### config.mk
export PLATFORM = sky130hd
export DESIGN_NAME = im_loader_flat
export DESIGN_NICKNAME = d
export VERILOG_FILES = /design/src/rtl/im_loader_pkg.sv /design/src/rtl/im_loader_if.sv /design/src/rtl/im_byte_packer.sv /design/src/rtl/im_loader.sv /design/src/flat_wrapper.sv
export SDC_FILE = /design/constraint.sdc
export NUM_CORES = 1
export LEC_CHECK = 0
export CAP_MARGIN = 20
export CORE_MARGIN = 3
export CORE_UTILIZATION = 50
export CTS_CLUSTER_DIAMETER = 100
export DETAILED_ROUTE_END_ITERATION = 8
export PLACE_DENSITY_LB_ADDON = 0.1
export SLEW_MARGIN = 20
export SYNTH_ARGS = -nofsm -noshare
export SYNTH_HDL_FRONTEND = slang
export SYNTH_SLANG_ARGS = --single-unit
### constraint.sdc
create_clock -name clk -period 3.5 [get_ports clk]
set_clock_uncertainty 0.15 [all_clocks]
set_input_delay 0.7 -clock clk [delete_from_list [all_inputs] [get_ports clk]]
set_output_delay 0.7 -clock clk [all_outputs]
set_load 0.1 [all_outputs]
### src/rtl/im_loader_pkg.sv
// im_loader_pkg -- shared types and constants for the instruction-memory loader.
//   IM_ADDR_W / BYTE_W / WORD_W : IM address, stream byte and IM word widths
//   CNT_W / LEN_W               : word counter and length-header widths
//   MAX_WORDS_DEF               : default IM depth in words
//   state_e                     : loader FSM states (ST_CHK only exists when
//                                 IM_LOADER_CHECKSUM_EN is defined)
package im_loader_pkg;
  localparam int IM_ADDR_W     = 10;
  localparam int BYTE_W        = 8;
  localparam int WORD_W        = 32;
  localparam int CNT_W         = 11;
  localparam int LEN_W         = 16;
  localparam int MAX_WORDS_DEF = 1024;

  typedef enum logic [2:0] {
    ST_IDLE   = 3'd0,
    ST_LEN_HI = 3'd1,
    ST_LEN_LO = 3'd2,
    ST_DATA   = 3'd3,
    ST_WRITE  = 3'd4,
`ifdef IM_LOADER_CHECKSUM_EN
    ST_CHK    = 3'd5,
`endif
    ST_DONE   = 3'd6
  } state_e;
endpackage

### src/rtl/im_loader_if.sv
// im_loader_if -- byte-stream input and IM write bus of the loader.
//   rx_data/rx_valid/rx_ready : inbound program bytes, valid/ready handshake
//   im_we/im_addr/im_wdata    : instruction-memory write port
//   modport master : the loader (consumes bytes, drives IM writes)
//   modport slave  : the byte source / IM side
interface im_loader_if;
  import im_loader_pkg::*;

  logic [BYTE_W-1:0]    rx_data;
  logic                 rx_valid;
  logic                 rx_ready;
  logic                 im_we;
  logic [IM_ADDR_W-1:0] im_addr;
  logic [WORD_W-1:0]    im_wdata;

  modport master (
    input  rx_data, rx_valid,
    output rx_ready, im_we, im_addr, im_wdata
  );

  modport slave (
    output rx_data, rx_valid,
    input  rx_ready, im_we, im_addr, im_wdata
  );
endinterface

### src/rtl/im_byte_packer.sv
// im_byte_packer -- packs 4 stream bytes into one 32-bit word, MSB first.
//   clk, reset_n : clock, asynchronous active-low reset
//   clr_i        : restart packing at byte 0 (new load)
//   byte_vld_i   : a data byte is transferred this cycle
//   byte_i       : the transferred byte
//   word_o       : previous 3 bytes plus byte_i (complete when last_o)
//   last_o       : byte_i is the 4th byte of the current word
module im_byte_packer
  import im_loader_pkg::*;
(
  input  logic              clk,
  input  logic              reset_n,
  input  logic              clr_i,
  input  logic              byte_vld_i,
  input  logic [BYTE_W-1:0] byte_i,
  output logic [WORD_W-1:0] word_o,
  output logic              last_o
);
  // Only the first three bytes are stored; the fourth is taken straight
  // from the stream so the word is ready on the handshake cycle.
  logic [WORD_W-BYTE_W-1:0] shift_q, shift_d;
  logic [1:0]               idx_q, idx_d;

  always_comb begin
    shift_d = shift_q;
    idx_d   = idx_q;
    if (clr_i) begin
      shift_d = '0;
      idx_d   = '0;
    end else if (byte_vld_i) begin
      shift_d = {shift_q[WORD_W-2*BYTE_W-1:0], byte_i};
      idx_d   = idx_q + 2'd1;
    end
  end

  always_ff @(posedge clk or negedge reset_n) begin
    if (!reset_n) begin
      shift_q <= '0;
      idx_q   <= '0;
    end else begin
      shift_q <= shift_d;
      idx_q   <= idx_d;
    end
  end

  assign word_o = {shift_q, byte_i};
  assign last_o = byte_vld_i && (idx_q == 2'd3);
endmodule

### src/rtl/im_loader.sv
// im_loader -- loads a length-prefixed byte stream into instruction memory.
// Stream: N[15:8], N[7:0], then N words of 4 bytes (MSB first), then, when
// IM_LOADER_CHECKSUM_EN is defined, one XOR checksum byte over all data bytes.
//   clk, reset_n : clock, asynchronous active-low reset
//   start        : one-cycle load request (honoured only in IDLE)
//   bus          : byte stream in, IM write port out (im_loader_if.master)
//   busy         : high whenever not IDLE
//   done         : one-cycle completion pulse
//   err          : sticky error (bad length / bad checksum), cleared on start
//   word_cnt     : words written during the current/last load
// Parameters: BASE_ADDR (first IM word written), MAX_WORDS (IM depth).
module im_loader
  import im_loader_pkg::*;
#(
  parameter int BASE_ADDR = 0,
  parameter int MAX_WORDS = MAX_WORDS_DEF
) (
  input  logic             clk,
  input  logic             reset_n,
  input  logic             start,
  im_loader_if.master      bus,
  output logic             busy,
  output logic             done,
  output logic             err,
  output logic [CNT_W-1:0] word_cnt
);
  localparam logic [IM_ADDR_W-1:0] BASE_A = IM_ADDR_W'(BASE_ADDR);
  // Largest N that still fits between BASE_ADDR and the top of the IM.
  localparam logic [LEN_W:0]       LIMIT  = (LEN_W+1)'(MAX_WORDS - BASE_ADDR);

  state_e               state_q, state_d;
  logic [LEN_W-1:0]     len_q, len_d;
  logic [CNT_W-1:0]     cnt_q, cnt_d;
  logic                 err_q, err_d;
  logic [IM_ADDR_W-1:0] addr_q, addr_d;
  logic [WORD_W-1:0]    wdata_q, wdata_d;
`ifdef IM_LOADER_CHECKSUM_EN
  logic [BYTE_W-1:0]    chk_q, chk_d;
`endif

  logic              rx_ready_w;
  logic              hs;
  logic              start_acc;
  logic              pk_vld;
  logic              pk_last;
  logic [WORD_W-1:0] pk_word;
  logic [LEN_W-1:0]  len_full;

  always_comb begin
    rx_ready_w = 1'b0;
    case (state_q)
      ST_LEN_HI, ST_LEN_LO, ST_DATA: rx_ready_w = 1'b1;
`ifdef IM_LOADER_CHECKSUM_EN
      ST_CHK:                        rx_ready_w = 1'b1;
`endif
      default:                       rx_ready_w = 1'b0;
    endcase
  end

  assign hs        = bus.rx_valid && rx_ready_w;
  assign start_acc = (state_q == ST_IDLE) && start;
  assign pk_vld    = hs && (state_q == ST_DATA);
  assign len_full  = {len_q[LEN_W-1:BYTE_W], bus.rx_data};

  im_byte_packer u_packer (
    .clk        (clk),
    .reset_n    (reset_n),
    .clr_i      (start_acc),
    .byte_vld_i (pk_vld),
    .byte_i     (bus.rx_data),
    .word_o     (pk_word),
    .last_o     (pk_last)
  );

  always_comb begin
    state_d = state_q;
    len_d   = len_q;
    cnt_d   = cnt_q;
    err_d   = err_q;
    addr_d  = addr_q;
    wdata_d = wdata_q;
`ifdef IM_LOADER_CHECKSUM_EN
    chk_d   = chk_q;
`endif
    case (state_q)
      ST_IDLE: begin
        if (start) begin
          state_d = ST_LEN_HI;
          err_d   = 1'b0;
          cnt_d   = '0;
          len_d   = '0;
`ifdef IM_LOADER_CHECKSUM_EN
          chk_d   = '0;
`endif
        end
      end
      ST_LEN_HI: begin
        if (hs) begin
          len_d   = {bus.rx_data, len_q[BYTE_W-1:0]};
          state_d = ST_LEN_LO;
        end
      end
      ST_LEN_LO: begin
        if (hs) begin
          len_d = len_full;
          // Empty or oversize loads finish immediately without writing.
          if ((len_full == '0) || ({1'b0, len_full} > LIMIT)) begin
            err_d   = 1'b1;
            state_d = ST_DONE;
          end else begin
            state_d = ST_DATA;
          end
        end
      end
      ST_DATA: begin
        if (hs) begin
`ifdef IM_LOADER_CHECKSUM_EN
          chk_d = chk_q ^ bus.rx_data;
`endif
          if (pk_last) begin
            // Latch the write now so address/data hold after the strobe.
            addr_d  = BASE_A + cnt_q[IM_ADDR_W-1:0];
            wdata_d = pk_word;
            state_d = ST_WRITE;
          end
        end
      end
      ST_WRITE: begin
        cnt_d = cnt_q + 1'b1;
        if (LEN_W'(cnt_d) < len_q) begin
          state_d = ST_DATA;
        end else begin
`ifdef IM_LOADER_CHECKSUM_EN
          state_d = ST_CHK;
`else
          state_d = ST_DONE;
`endif
        end
      end
`ifdef IM_LOADER_CHECKSUM_EN
      ST_CHK: begin
        if (hs) begin
          if (bus.rx_data != chk_q) err_d = 1'b1;
          state_d = ST_DONE;
        end
      end
`endif
      ST_DONE: state_d = ST_IDLE;
      default: state_d = ST_IDLE;
    endcase
  end

  always_ff @(posedge clk or negedge reset_n) begin
    if (!reset_n) begin
      state_q <= ST_IDLE;
      len_q   <= '0;
      cnt_q   <= '0;
      err_q   <= 1'b0;
      addr_q  <= '0;
      wdata_q <= '0;
`ifdef IM_LOADER_CHECKSUM_EN
      chk_q   <= '0;
`endif
    end else begin
      state_q <= state_d;
      len_q   <= len_d;
      cnt_q   <= cnt_d;
      err_q   <= err_d;
      addr_q  <= addr_d;
      wdata_q <= wdata_d;
`ifdef IM_LOADER_CHECKSUM_EN
      chk_q   <= chk_d;
`endif
    end
  end

  assign bus.rx_ready = rx_ready_w;
  assign bus.im_we    = (state_q == ST_WRITE);
  assign bus.im_addr  = addr_q;
  assign bus.im_wdata = wdata_q;
  assign busy         = (state_q != ST_IDLE);
  assign done         = (state_q == ST_DONE);
  assign err          = err_q;
  assign word_cnt     = cnt_q;
endmodule

### src/flat_wrapper.sv
// flat-port wrapper written by rule: the top's interface ports become plain ports
module im_loader_flat import im_loader_pkg::*;
#(
  parameter int BASE_ADDR = 0,
  parameter int MAX_WORDS = MAX_WORDS_DEF
)
  (clk, reset_n, start, busy, done, err, word_cnt, bus_rx_data, bus_rx_valid, bus_rx_ready, bus_im_we, bus_im_addr, bus_im_wdata);
  im_loader_if bus_i ();
  input  logic clk;
  input  logic reset_n;
  input  logic start;
  output logic busy;
  output logic done;
  output logic err;
  output logic [CNT_W-1:0] word_cnt;
  input wire logic [$bits(bus_i.rx_data)-1:0] bus_rx_data;
  input wire logic [$bits(bus_i.rx_valid)-1:0] bus_rx_valid;
  output wire logic [$bits(bus_i.rx_ready)-1:0] bus_rx_ready;
  output wire logic [$bits(bus_i.im_we)-1:0] bus_im_we;
  output wire logic [$bits(bus_i.im_addr)-1:0] bus_im_addr;
  output wire logic [$bits(bus_i.im_wdata)-1:0] bus_im_wdata;
  assign bus_i.rx_data = bus_rx_data;
  assign bus_i.rx_valid = bus_rx_valid;
  assign bus_rx_ready = bus_i.rx_ready;
  assign bus_im_we = bus_i.im_we;
  assign bus_im_addr = bus_i.im_addr;
  assign bus_im_wdata = bus_i.im_wdata;
  im_loader #(.BASE_ADDR(BASE_ADDR), .MAX_WORDS(MAX_WORDS)) u_core (.clk(clk), .reset_n(reset_n), .start(start), .bus(bus_i), .busy(busy), .done(done), .err(err), .word_cnt(word_cnt));
endmodule
==> summary.txt, run 1 <==
Power and ir drop
  • Cell leakage power: 2.82 nW
  • PwrDens: just under 900 nW/um2
  • Worst ir drop on vdd: between 0.5 and 0.6 mV
  • Final Power: 4.79 mW

Yosys
  • Yosys top cell area share: 54.5%
  • Mean post-synth cell area: 12.6 um2
  • Register area share after synthesis: 54.5%
  • Largest family of logic cells by synthesized area: multiplexers
  • Synth area leader: dfrtp_1
  • Ys flop type: dfrtp_1
  • Synth top cells by count: dfrtp_1 (99), mux2_4 (40), nand2_1 (32)
  • Adder-cell area share of the yosys netlist: 3.30%
  • Multiplexer share of the synthesized area: ~15%
  • Post-Synth XOR/XNOR Area: 1.90%
  • Complex-gate fraction of the synthesized area: between 10% and 20%
  • Number of synthesized register bits: 99
  • Post-synth ARST share: between 90% and 100%
  • Netlist cell types: 49
  • Top cells by area, synth: dfrtp_1 (55%), mux2_4 (13%), a22o_1 (5.8%)
  • Syn Nets: 386
  • Post-Synth Simple-Gate Area: 9.63%
  • Yosys warns: 0
  • Post-Syn Area: 4550 um2
  • Post-synth EDFFs: 0
  • Top-count cell post-synth: dfrtp_1
  • Post-synthesis instance total: 362

CTS
  • CTS Buf Count: 9
  • Clock sinks: 99
  • H-tree depth: 3
  • Hold_buf cts: 0
  • Longest Clk Path Bufs: 2
  • Root Buffer: clkbuf_8
  • CTS tree: built
  • Post_cts resized: 0
  • Setup Buffers After CTS: 0
  • Clock transition at the registers of the reported paths: 0.11 ns
  • Worst-Skew Late Latency: 0.36 ns

Layout
  • Synth-to-Final Area Change: 17.7%
  • Core utilization of the finished layout: 61.1%
  • Fillers: 729
  • Share of layout cells above drive strength 1: 31.3%
  • Final layout net count: between 400 and 500
  • Post-route cell area: 5350 um2
  • Antenna diodes: 0
  • Non-filler cells, final: about 540

STA
  • Worst slew pin tran: 0.879 ns
  • Final Setup Violations: 0
  • Slew HR: 41.0%
  • Final Slew Violations: 0
  • Min Tclk post-route: ~3 ns
  • Unrepaired setup endpoints after global routing: no
  • Setup TNS: 0 ns
  • Maximum clock rate: about 0.34 GHz
  • Period Utilization, post-route: 85.3%
  • Hold Fails Final Rpt: 0

Setup path
  • CP max-delay cell: dfrtp_1
  • CP required: 2.65 ns
  • Critical path type: flop to primary output
  • CP max stage delay: 0.63 ns
  • FF-to-FF setup slack: 0.63 ns
  • Cells along the critical path: nor2_2 -> nand2_1 -> inv_2 -> buf_4
  • Top delay family on crit path: flip-flops
  • Worst R2R Path Depth: 10
  • Max FO, Critical Path: 20
  • Worst endpoint data arrival time: 2.13 ns
  • Crit start category: flop
  • Crit path launch: u_core.state_q[0]
  • Critical R2R Launch: u_core.word_cnt[0]
  • WP buf/inv: 2
  • CP Capture Type: primary output
  • Reg2reg end: u_core.state_q[2]

Drt
  • Router iterations before antenna repair: 4
  • DR iter-0 viols: 87
  • Vias: 2,962
  • DRT antenna net count: 0
  • Via-to-Cell Ratio: about 5.5
  • Total Routed Length: 9050 um
  • Routed WL per cell: 16.7 um
  • DRC: 0

Hold path
  • Hold Crit Class: primary input to asynchronous set/reset pin

GRT
  • Initial antenna violation count: 0
  • Grt ovf: 0
  • Pin count of the biggest net entering global routing: 45
  • Global Route Usage Sum: 18.8%
  • Vias in the first global route: 2,878
  • First-pass GRT wire length: 15,100 um

Floorplan
  • Die Wd: about 100 um
  • Initial core utilization: 51.9%
  • Die ar.: 10,300 um2
  • Die height: 101 um
  • Top-Level Pins: 70
  • Row count: 34
  • Core area: roughly 9000 um2

Placement
  • RePlAce Congestion: 0.810
  • Port bufs: 69
  • HPWL after DPL: 6320 um
  • Dpl cells: between 500 and 600
  • Area of placed instances: 5160 um2

Run
  • Max_cap viols: 0

Outcome
  • Status: finished, final reports clean
[per-stage QoR]
stage / setup slack (ns) / hold slack (ns)
floorplan: 0.194 / 0.254
finish: 0.516 / 0.165
global route: 0.358 / 0.189
CTS: 0.498 / 0.175
detailed placement: 0.593 / 0.327
global placement: 0.647 / 0.323
[layer usage]
layer  vias up  GRT usage, %  wire length (um)
li1       1427             -                 -
met1      1466          29.2              4650
met2        59          26.9              3960
met3        10          2.82               324
met4         0          6.44               108
met5         -             0                 0
[report_power, final]
group	internal [mW]	switching [mW]	total, mW
registers	1.44	0.265	1.71
logic	0.677	1.69	2.37
clock network	0.277	0.432	0.710
total	2.40	2.39	4.79
[cells in the final DEF, fill, tap and decap left out, types with 4 or more instances in the layout]
| cell | n |
|---|---|
| nand3_1 | 11 |
| nor2_1 | 16 |
| clkdlybuf4s50_1 | 10 |
| a21oi_1 | 4 |
| o21ai_0 | 14 |
| clkbuf_8 | 9 |
| xor2_1 | 6 |
| nand2_1 | 32 |
| o21ai_1 | 16 |
| buf_4 | 62 |
| mux2_4 | 40 |
| nor3_1 | 4 |
| ha_1 | 12 |
| inv_1 | 17 |
| dfrtp_1 | 99 |
| a22o_1 | 30 |
[cells by family after synthesis]
group	after synthesis
DFF	99
xor gates and xnor gates	9
muxes	46
AOI/OAI and AO/OA	76
adders and majority gates	12
buffers and inverters	36
and+or+nand+nor	84
[how the worst max path moves through the flow]
stage / cells after the start / slack [ns] / to
floorplan: 10 / 0.19 / u_core.state_q[2]
global placement: 6 / 0.65 / u_core.u_packer.idx_q[0]
finish: 4 / 0.52 / bus_im_we
global route: 4 / 0.36 / bus_im_we
detailed placement: 6 / 0.59 / u_core.u_packer.idx_q[0]
CTS: 4 / 0.50 / bus_im_we
[flip-flops by register name, indices dropped and copies added (netlist names)]
register / count
u_core.bus.im_wdata: 32
u_core.u_packer.shift_q: 24
u_core.len_q: 16
u_core.word_cnt: 11
u_core.bus.im_addr: 10
u_core.state_q: 3
u_core.u_packer.idx_q: 2
u_core.err: 1
[cell type report]
| class | instances | area (um2) | area share [%] |
|---|---|---|---|
| clock buffers | 9 | 124 | 2.32 |
| clock inverters | 7 | 70.1 | 1.31 |
| inverters | 19 | 71.3 | 1.33 |
| multi-input cells | 227 | 1890 | 35.3 |
| flip-flops and latches | 99 | 2480 | 46.3 |
| well taps | 108 | 135 | 2.53 |
| repair buffers | 73 | 586 | 10.9 |
No activity file was read; power rests on OpenSTA's default activity.
==> inputs of run 2 (changes only) <==
GPL_TIMING_DRIVEN = 0   (was unset)
SLEW_MARGIN = unset   (was 20)
clock period = 3.1 ns   (was 3.5 ns; I/O delays follow)
==> summary.txt, run 2 (synthesis results as in run 1) <==
Outcome
  • Status: finished, final reports clean (unchanged)

Drt
  • DR iter-0 viols: 145 (was 87)
  • Router iterations before antenna repair: 4 (unchanged)
  • Total Routed Length: 9410 um (was 9050 um)
  • DRC: 0 (unchanged)
  • Via-to-Cell Ratio: 5.53 (was 5.46)
  • DRT antenna net count: 0 (unchanged)
  • Vias: 3,076 (was 2,962)
  • Routed WL per cell: 16.9 um (was 16.7 um)

Setup path
  • Worst R2R Path Depth: 10 (unchanged)
  • CP max-delay cell: dfrtp_1 (unchanged)
  • Max FO, Critical Path: 10 (was 20)
  • CP Capture Type: primary output (unchanged)
  • Critical path type: flop to primary output (unchanged)
  • FF-to-FF setup slack: 0.26 ns (was 0.63 ns)
  • CP required: 2.33 ns (was 2.65 ns)
  • Reg2reg end: u_core.state_q[2] (unchanged)
  • Crit start category: flop (unchanged)
  • CP max stage delay: 0.41 ns (was 0.63 ns)
  • Crit path launch: u_core.state_q[2] (was u_core.state_q[0])
  • Cells along the critical path: clkbuf_1 -> nand2_1 -> inv_2 -> clkbuf_4 (was nor2_2 -> nand2_1 -> inv_2 -> buf_4)
  • Worst endpoint data arrival time: 2.10 ns (was 2.13 ns)
  • Critical R2R Launch: u_core.word_cnt[0] (unchanged)

Layout
  • Final layout net count: 467 (was 453)
  • Synth-to-Final Area Change: 23.1% (was 17.7%)
  • Most frequent cells in the layout: dfrtp_1 (97), clkdlybuf4s50_1 (64), mux2_4 (40) (was dfrtp_1 (99), buf_4 (62), mux2_4 (40))
  • Max reg flops: 32 (unchanged)
  • Most common cell after layout, fill and taps aside: dfrtp_1 (unchanged)
  • Antenna diodes: 0 (unchanged)
  • Share of layout cells above drive strength 1: 19.9% (was 31.3%)
  • Non-filler cells, final: 556 (was 542)

Placement
  • HPWL after DPL: 6630 um (was 6320 um)
  • Dpl cells: 540 (was 526)
  • RePlAce Congestion: 0.827 (was 0.810)
  • Port bufs: 69 (unchanged)

Floorplan
  • Die Wd: 101 um (unchanged)
  • Die height: 101 um (unchanged)
  • Core area: 8760 um2 (unchanged)
  • Die ar.: 10,300 um2 (unchanged)
  • Row count: 34 (unchanged)
  • Top-Level Pins: 70 (unchanged)
  • Initial core utilization: 51.9% (unchanged)

CTS
  • Hold_buf cts: 0 (unchanged)
  • Clock sinks: 99 (unchanged)
  • Worst-Skew Late Latency: 0.35 ns (was 0.36 ns)
  • Setup Buffers After CTS: 0 (unchanged)
  • H-tree depth: 3 (unchanged)
  • Root Buffer: clkbuf_8 (unchanged)
  • Longest Clk Path Bufs: 2 (unchanged)
  • CTS Buf Count: 9 (unchanged)
  • Clock transition at the registers of the reported paths: 0.10 ns (was 0.11 ns)
  • CTS tree: built (unchanged)

Power and ir drop
  • Worst ir drop on vdd: 0.970 mV (was 0.585 mV)
  • PwrDens: 997 nW/um2 (was 895 nW/um2)
  • Cell leakage power: 2.77 nW (was 2.82 nW)

STA
  • Final Slew Violations: 0 (unchanged)
  • Min Tclk post-route: 2.87 ns
  • Unrepaired setup endpoints after global routing: no (unchanged)
  • Worst slew pin tran: 0.989 ns (was 0.879 ns)
  • Final Setup Violations: 0 (unchanged)
  • Maximum clock rate: 0.349 GHz
  • Slew HR: 33.9% (was 41.0%)
  • Hold Fails Final Rpt: 0 (unchanged)
  • Worst hold slack: 0.0679 ns (was 0.165 ns)
  • Period Utilization, post-route: 92.5%

GRT
  • Initial antenna violation count: 0 (unchanged)
  • Grt ovf: 0 (unchanged)
  • Pin count of the biggest net entering global routing: 63 (was 45)
  • Vias in the first global route: 2,997 (was 2,878)
  • First-pass GRT wire length: 15,600 um (was 15,100 um)
  • Global Route Usage Sum: 19.6% (was 18.8%)

Run
  • Max_cap viols: 0 (unchanged)

Hold path
  • Hold Crit Class: primary input to asynchronous set/reset pin (unchanged)
==> run 2: changes by cell type in the layout (fill, tap and decap cells not counted), sizes merged <==
cell / previous run / this run
bufinv: 0 / 1
clkbuf: 9 / 18
clkinv: 3 / 1
buf: 63 / 13
dlymetal6s2s: 0 / 1
dlygate4sd2: 0 / 1
clkdlybuf4s50: 10 / 64
==> run 2: worst max path at each step <==
stage                         endpoint  slack [ns]  depth (start not counted)
floorplan            u_core.state_q[2]        0.03                          9
global placement    u_core.word_cnt[0]       -2.80                          1
CTS                       bus_rx_ready        0.02                          3
global route                 bus_im_we        0.06                          4
finish                       bus_im_we        0.23                          4
detailed placement           bus_im_we       -0.15                          4
==> run 2: critical path: cells and delay by family (launching register included) <==
| family | cells | cell delay, ns |
|---|---|---|
| buf+inv | 3 | 0.99 |
| flops | 1 | 0.41 |
| simple gates | 1 | 0.33 |
==> run 2: final cells by class <==
cell class | count | area [um2]
fill | 714 | 3170
sequential | 99 | 2480
multi-input combinational | 227 | 1890
timing repair buffer | 70 | 709
tap | 108 | 135
clock buffer | 10 | 128
buffer | 17 | 115
clock inverter | 6 | 71.3
inverter | 19 | 71.3
==> run 2: routing by layer <==
| metal | vias to the layer above | share of wire [%] | GRT usage (%) |
|---|---|---|---|
| li1 | 1455 | - | - |
| met4 | 0 | 1.1 | 5.62 |
| met1 | 1536 | 50 | 30.6 |
| met3 | 10 | 4.1 | 3.65 |
| met2 | 75 | 45 | 28.0 |
| met5 | - | 0 | 0 |
==> run 2: stage by stage <==
stage | setup slack, ns | area [um2] | setup TNS [ns] | utilization (%) | total power [mW]
2_1_floorplan | 0.0320 | 4550 | 0 | - | 4.10
3_3_place_gp | -2.80 | 5380 | -240.87 | 61.4 | 4.74
3_5_place_dp | -0.147 | 5400 | -0.147 | 61.7 | 4.78
4_1_cts | 0.0175 | 5600 | 0 | 63.9 | 5.62
5_1_grt | 0.0593 | 5600 | 0 | 63.9 | 5.89
6_report | 0.233 | 5600 | 0 | 63.9 | 5.58
==> run 2: where the power goes <==
| group | switching (mW) | internal [mW] | total, mW | leakage [nW] |
|---|---|---|---|---|
| registers | 0.237 | 1.63 | 1.87 | 1.33 |
| logic | 2.00 | 0.868 | 2.87 | 1.33 |
| clock network | 0.455 | 0.384 | 0.839 | 0.0992 |
| total | 2.70 | 2.88 | 5.58 | 2.77 |
==> run 2: repair_timing <==
item                                   CTS  global route
endpoints found under the hold margin    0             0
gates resized for setup                  5             6
setup endpoints to repair                3             3
